### src/rtl/ahbsram_slave_if.sv
// ---------------------------------------------------------------------------
// ahbsram_slave_if
// AHB-Lite slave front end that initiates the SRAM control request/ack
// handshake. Each legal AHB transfer becomes one single-cycle ahbsram_req
// pulse. Address, size and direction are held stable until the completing
// data-phase cycle. The AHB data phase then completes when sramahb_ack
// returns. Illegal size/alignment yields a two-cycle AHB ERROR response.
//
// Ports
//   HCLK, HRESETN         clock, synchronous active-low reset
//   HSEL..HREADYIN        AHB-Lite slave inputs (address/control/write data)
//   HREADYOUT, HRESP      AHB-Lite slave response (decoded from state)
//   HRDATA                read data, straight from sramahb_rdata
//   ahbsram_req           one-cycle access request (held off while BUSY)
//   ahbsram_write/size/addr  registered transfer attributes
//   ahbsram_wdata(_usram) write data (live HWDATA in S_REQ, registered after)
//   sramahb_ack, sramahb_rdata  SRAM-side completion and read data
//   BUSY                  SRAM busy, stalls the request in S_REQ
// ---------------------------------------------------------------------------
module ahbsram_slave_if #(
    parameter int unsigned AHB_DWIDTH = 32,
    parameter int unsigned AHB_AWIDTH = 32
) (
    input  logic                  HCLK,
    input  logic                  HRESETN,
    input  logic                  HSEL,
    input  logic [AHB_AWIDTH-1:0] HADDR,
    input  logic [1:0]            HTRANS,
    input  logic                  HWRITE,
    input  logic [2:0]            HSIZE,
    input  logic [AHB_DWIDTH-1:0] HWDATA,
    input  logic                  HREADYIN,
    output logic                  HREADYOUT,
    output logic                  HRESP,
    output logic [AHB_DWIDTH-1:0] HRDATA,
    output logic                  ahbsram_req,
    output logic                  ahbsram_write,
    output logic [2:0]            ahbsram_size,
    output logic [19:0]           ahbsram_addr,
    output logic [AHB_DWIDTH-1:0] ahbsram_wdata,
    output logic [AHB_DWIDTH-1:0] ahbsram_wdata_usram,
    input  logic                  sramahb_ack,
    input  logic [AHB_DWIDTH-1:0] sramahb_rdata,
    input  logic                  BUSY
);

    localparam int unsigned SRAM_AWIDTH = 20;

    typedef enum logic [2:0] {
        S_IDLE = 3'd0,
        S_REQ  = 3'd1,
        S_WAIT = 3'd2,
        S_DONE = 3'd3,
        S_ERR1 = 3'd4,
        S_ERR2 = 3'd5
    } state_t;

    state_t                 state_q, state_d;
    logic [SRAM_AWIDTH-1:0] addr_q, addr_d;
    logic [2:0]             size_q, size_d;
    logic                   write_q, write_d;
    logic [AHB_DWIDTH-1:0]  wdata_q, wdata_d;

    logic accept;
    logic legal;

    // Upper address bits and HTRANS[0] carry no information for this slave.
    logic unused_inputs;
    assign unused_inputs = ^{HADDR[AHB_AWIDTH-1:SRAM_AWIDTH], HTRANS[0]};

    // Address-phase qualification and size/alignment legality.
    always_comb begin
        accept = HSEL & HREADYIN & HTRANS[1];
        case (HSIZE)
            3'b000:  legal = 1'b1;
            3'b001:  legal = ~HADDR[0];
            3'b010:  legal = (HADDR[1:0] == 2'b00);
            default: legal = 1'b0;
        endcase
    end

    // Next-state and register-update logic.
    always_comb begin
        state_d = state_q;
        addr_d  = addr_q;
        size_d  = size_q;
        write_d = write_q;
        wdata_d = wdata_q;
        case (state_q)
            S_REQ: begin
                // First data-phase cycle: HWDATA is valid and held while stalled.
                wdata_d = HWDATA;
                if (!BUSY) begin
                    state_d = S_WAIT;
                end
            end
            S_WAIT: begin
                if (sramahb_ack) begin
                    state_d = S_DONE;
                end
            end
            S_ERR1: begin
                state_d = S_ERR2;
            end
            default: begin
                // S_IDLE, S_DONE, S_ERR2 (and any stray encoding) can accept.
                if (accept) begin
                    state_d = legal ? S_REQ : S_ERR1;
                    addr_d  = HADDR[SRAM_AWIDTH-1:0];
                    size_d  = HSIZE;
                    write_d = HWRITE;
                end else begin
                    state_d = S_IDLE;
                end
            end
        endcase
    end

    // State and attribute registers.
    always_ff @(posedge HCLK) begin
        if (!HRESETN) begin
            state_q <= S_IDLE;
            addr_q  <= '0;
            size_q  <= '0;
            write_q <= 1'b0;
            wdata_q <= '0;
        end else begin
            state_q <= state_d;
            addr_q  <= addr_d;
            size_q  <= size_d;
            write_q <= write_d;
            wdata_q <= wdata_d;
        end
    end

    // AHB response decoded from state; read data passes straight through.
    assign HREADYOUT = (state_q == S_IDLE) || (state_q == S_DONE) || (state_q == S_ERR2);
    assign HRESP     = (state_q == S_ERR1) || (state_q == S_ERR2);
    assign HRDATA    = sramahb_rdata;

    // Request fires in S_REQ as soon as the SRAM side is not busy.
    assign ahbsram_req         = (state_q == S_REQ) & ~BUSY;
    assign ahbsram_write       = write_q;
    assign ahbsram_size        = size_q;
    assign ahbsram_addr        = addr_q;
    assign ahbsram_wdata       = (state_q == S_REQ) ? HWDATA : wdata_q;
    assign ahbsram_wdata_usram = ahbsram_wdata;

endmodule

### config.mk
export PLATFORM = sky130hd
export DESIGN_NAME = ahbsram_slave_if
export DESIGN_NICKNAME = d
export VERILOG_FILES = /design/src/rtl/ahbsram_slave_if.sv
export SDC_FILE = /design/constraint.sdc
export NUM_CORES = 1
export LEC_CHECK = 0
export ABC_AREA = 1
export BUFFER_PORTS_ARGS = -buffer_cell sky130_fd_sc_hd__buf_2
export CORE_AREA = 8 8 102 104
export CTS_BUF_LIST = sky130_fd_sc_hd__clkbuf_8
export DETAILED_ROUTE_END_ITERATION = 8
export DIE_AREA = 0 0 110 112
export HOLD_SLACK_MARGIN = 0.15
export PLACE_DENSITY = 0.75
export SLEW_MARGIN = 15
export SYNTH_ARGS = -nofsm -noshare
export SYNTH_HDL_FRONTEND = slang
export SYNTH_SLANG_ARGS = --single-unit
### constraint.sdc
create_clock -name HCLK -period 1.3 [get_ports HCLK]
set_input_delay 0.26 -clock HCLK [delete_from_list [all_inputs] [get_ports HCLK]]
set_output_delay 0.26 -clock HCLK [all_outputs]
set_load 0.005 [all_outputs]
**Word level (Yosys, flattened, before mapping)**

Index checks and enable logic that the tools add are counted.

- Flip-flop bits (word level): 59
- Bits in latches: 0
- Input bits: 108
- Word-level logic and storage cells: 36
- Bits in read-only memories: 0
- Bits in writable memories: 0
- Output and inout port bits: 123
- Memories kept: 0

- Shift-type cells: 0
- Div/mod/pow operators: 0
- Bitwise logic cells: 6
- Add/subtract/negate cells: 0
- $mul: 0
- Magnitude comparators: 0
- Reduce and logical (&&, ||, !) cells: 9
- Muxes and demuxes: 7
- Equal/unequal tests: 9

Operators by type and width:

| cell | count |
|---|---|
| 32-bit two-way mux | 1 |
| 3-bit two-way mux | 4 |
| 3-bit by 2-bit equality test with 1-bit output, second input constant | 3 |
| 3-bit case mux with 3 select lines | 1 |
| 3-bit by 1-bit equality test with 1-bit output, second input constant | 2 |
| 3-bit equality test, second input constant | 2 |
| 3-bit zero test | 2 |
| 2-bit inequality test, second input constant | 2 |
| 2-bit AND reduction | 2 |
| 1-bit bitwise AND | 3 |
| 1-bit logical OR | 3 |
| 1-bit inverter | 3 |
| 1-bit case mux with 3 select lines | 1 |
| 3-bit OR reduction | 1 |
| 2-bit zero test | 1 |

**Logic depth before layout (Yosys ltp)**

- Word-level depth: 5
- Depth in mapped cells: 8
- Gate-level depth less buffers: 7

**Least setup slack after synthesis**

Ideal clock, no wire load.

- Kind: reg2out
- Start: register state_q[2]
- End: output port ahbsram_wdata_usram[10]
- Data arrival time: 1204 ps
- Data required time: 1040 ps
- Buffers on the path: 2
- Cell stages (with the launch flop): 8
- Path slack: -164 ps
- Path through: dfxtp_1 inv_1 nand3_2 clkbuf_1 nand2_1 inv_1 a21oi_1 buf_4

- Longest elaborated chain between the ends: 2

RTL lines:

| element | line | source |
|---|---|---|
| from (decl) | 58 | `state_t state_q, state_d;` |
| from (signal assigned) | 128 | `state_q <= state_d;` |
| 3-bit by 1-bit equality test with 1-bit output | 146 | `assign ahbsram_wdata = (state_q == S_REQ) ? HWDATA : wdata_q;` |
| 32-bit two-way mux | - |  |
| to (decl) | 41 | `output logic [AHB_DWIDTH-1:0] ahbsram_wdata_usram,` |

Every way passes these cells.

**Worst setup path in the final report**

- Start: register state_q[0]
- End: output port ahbsram_wdata[5]

- Longest elaborated chain between the ends: 2

RTL lines:

| element | line | source |
|---|---|---|
| 3-bit by 1-bit equality test with 1-bit output | 146 |  |
| 32-bit two-way mux | - |  |
| to (decl) | 40 | `output logic [AHB_DWIDTH-1:0] ahbsram_wdata,` |

Every way passes these cells.

==> flow_metrics.tcl <==
set metrics [dict create \
    clock.fmax_ghz 0.5961 \
    cts_inserted_buffers 9 \
    grt_max_degree 51 \
    htreeDepth 3 \
    avgSynthCellArea_um2 6.617 \
    rows 35 \
    ir_drop_v 0.0005563 \
    wirelength_um 8273 \
    root_buffer "clkbuf_8" \
    io_pins 231 \
    grt_pass1_wl_um 12760 \
    route.detailed.wl_per_inst_um 11.70 \
    r2r_start "state_q[0]" \
    nFillCells 891 \
    die_w_um 110 \
    synth_top_area_share_pct 36.28 \
    globalRouteTotalUtil_pct 12.70 \
    synth_largest_area_cell "dfxtp_1" \
    cp_max_fo 30 \
    p_per_area_nw_per_um2 1294 \
    drt_iter0_drc 100 \
    fin_crit_sh_pct 129.0 \
    globalRouteOverflowTotal 0 \
    maxCapViolCount 0 \
    cp-end-kind "output port" \
    startpoint_type "flip-flop" \
    finClkSkew_ns 0.005118 \
    finalHoldViolations 0 \
    core_area_um2 8890 \
    worstMarginPinSlew_ns 0.2904 \
    ctsHoldBuffers 0 \
    finalSetupViolations 93 \
    clock-sinks 59 \
    rsz0062_at_grt "true" \
    vias 3014 \
    path_clk_slew_ns 0.07 \
    reg2reg_depth 9 \
    routed_via_density 4.263 \
    clockBufferDepth 2 \
    synthDistinctLibCells 17 \
    violations "setup timing" \
    cts_tree "yes" \
    clk-insertion-delay-late_ns 0.32 \
    cp.required_ns 1.04 \
    antenna_left 0 \
    holdCritStartpoint "HSIZE[2]" \
    area_growth_pct 28.86 \
    place_inst 687 \
    synth.area.top_cells "dfxtp_1, buf_4, inv_1" \
    fin_ws_ns -0.3776 \
    yosysSeqAreaShare_pct 36.28 \
    initial_core_util_pct 36.62 \
    worstSetupPathType "flip-flop to output port" \
    nNetsFinal 700 \
    slew_headroom_pct 80.64 \
    synth_nets 600 \
    die_height_um 112 \
    dr.pass1.iters 4 \
    syn_area_um2 3256 \
    netlist_instances 492 \
    hpwl_um 6226 \
    cp.arrival_ns 1.42 \
    totalPowerFinal_mw 5.427 \
    hold_end "state_q[0]" \
    status "finished with violations" \
    slowest_stage "dfxtp_4" \
    drc 0 \
    die_area_um2 12320 \
    portBuffers 153 \
    ys_warn_count 0 \
    path_cells "nand3_4 -> inv_2 -> buf_12 -> a21oi_2 -> buf_2" \
    r2r_slack_ns -0.14 \
    slowest_delay_ns 0.39 \
    min_period_ns 1.678 \
    slew_violations 0 \
    grt_pass1_vias 2979 \
    antenna_cells 0 \
    ys_ff_latch 59 \
    p_leak_nw 2.409 \
    drive_gt1_share_pct 40.94 \
    timing.hold.ws_ns 0.2058 \
    crit_path_start "state_q[0]" \
    holdPathStages 4 \
    globalplace.congestion 0.7352 \
    place_ws_ns -0.05218 \
    hold_path_class "input pin to flip-flop" \
    fin_cells 707 \
    antenna_found_initial 0 \
    r2r-end "ahbsram_addr[2]" \
]
critical path: cells and delay by family (launching register included):
family,cells,cell delay [ns]
AO/OA/AOI/OAI,1,0.09
buffers and inverters,3,0.46
flip-flops,1,0.39
AND/OR/NAND/NOR,1,0.13
area by class of cell:
class	instances	area (µm²)	share of cell area, %
Inverter	127	476.7	11.36
Clock inverter	6	57.56	1.372
Sequential cell	59	1187	28.30
Multi-Input combinational cell	222	1204	28.69
Timing Repair Buffer	173	1007	24.01
Tap cell	111	138.9	3.310
Clock buffer	9	123.9	2.953
through the flow:
step           utilization [%]  instance area [µm²]  TNS (ns)
2_1_floorplan                -                 3418         0
3_3_place_gp             43.76                 3890   -0.5142
3_5_place_dp             43.76                 3890    -2.108
4_1_cts                  46.47                 4131    -25.72
5_1_grt                  47.19                 4195    -35.32
6_report                 47.19                 4195    -26.97
cells in the final DEF, fill, tap and decap left out, types with 3 or more instances in the layout:
master    count
a211oi_1     31
a21oi_1       3
a21oi_2      31
buf_12        5
buf_2       153
buf_4        11
buf_6         3
clkbuf_8      9
clkinv_2      4
dfxtp_1      56
inv_1       120
inv_2         7
nand2_1      91
nor2_1       46
nor2_2        6
synth_stat cells:
cell type	instances
nor2_1	53
nand3_1	3
nand2_1	93
a211oi_1	32
inv_2	3
clkbuf_1	6
dfxtp_1	59
buf_2	10
buf_1	2
inv_1	124
buf_4	66
o21ai_0	2
and3_1	1
nand4_1	1
a21oi_1	35
nor2_4	1
nand3_2	1
where the power goes:
group          internal [mW]  switching, mW  leakage (nW)  total [mW]
combinational          0.827          0.987          1.83        1.81
sequential              1.99         0.0660         0.482        2.06
clock                  0.860          0.698        0.0946        1.56
cell families (layout without fill, tap and decap cells):
family,after synthesis,after routing,synth area share [%]
buf+inv,211,315,32.32
simple gates,153,153,18.33
compound gates,69,69,13.07
flops,59,59,36.28
flip-flops by register name, indices dropped and copies added, names as in the netlist:
register	flops
ahbsram_addr	20
wdata_q	32
ahbsram_write	1
ahbsram_size	3
state_q	3
worst max path at each step:
stage                                          to  cells after the start  slack [ns]
after CTS                       ahbsram_wdata[13]                      6       -0.41
after floorplan            ahbsram_wdata_usram[0]                      6       0.007
after detailed placement        ahbsram_wdata[21]                      6       -0.05
final                            ahbsram_wdata[5]                      5       -0.38
after global placement     ahbsram_wdata_usram[0]                      6       -0.03
after global routing      ahbsram_wdata_usram[20]                      6       -0.48
metal layers:
layer,GRT usage (%),up-vias,share of wire [%]
li1,-,1587,-
met5,0,-,0
met3,5.142,15,11
met4,5.315,0,1.6
met2,21.43,139,45
met1,13.47,1273,42
what timing repair did:
item | 4_1_cts | 5_1_grt
pin swaps | 3 | 1
setup endpoints to repair | 67 | 95
gates resized for setup | 13 | 10
cloned | 0 | 2
setup buffers | 2 | 1
Note: power is estimated with default switching activity, not from simulation.
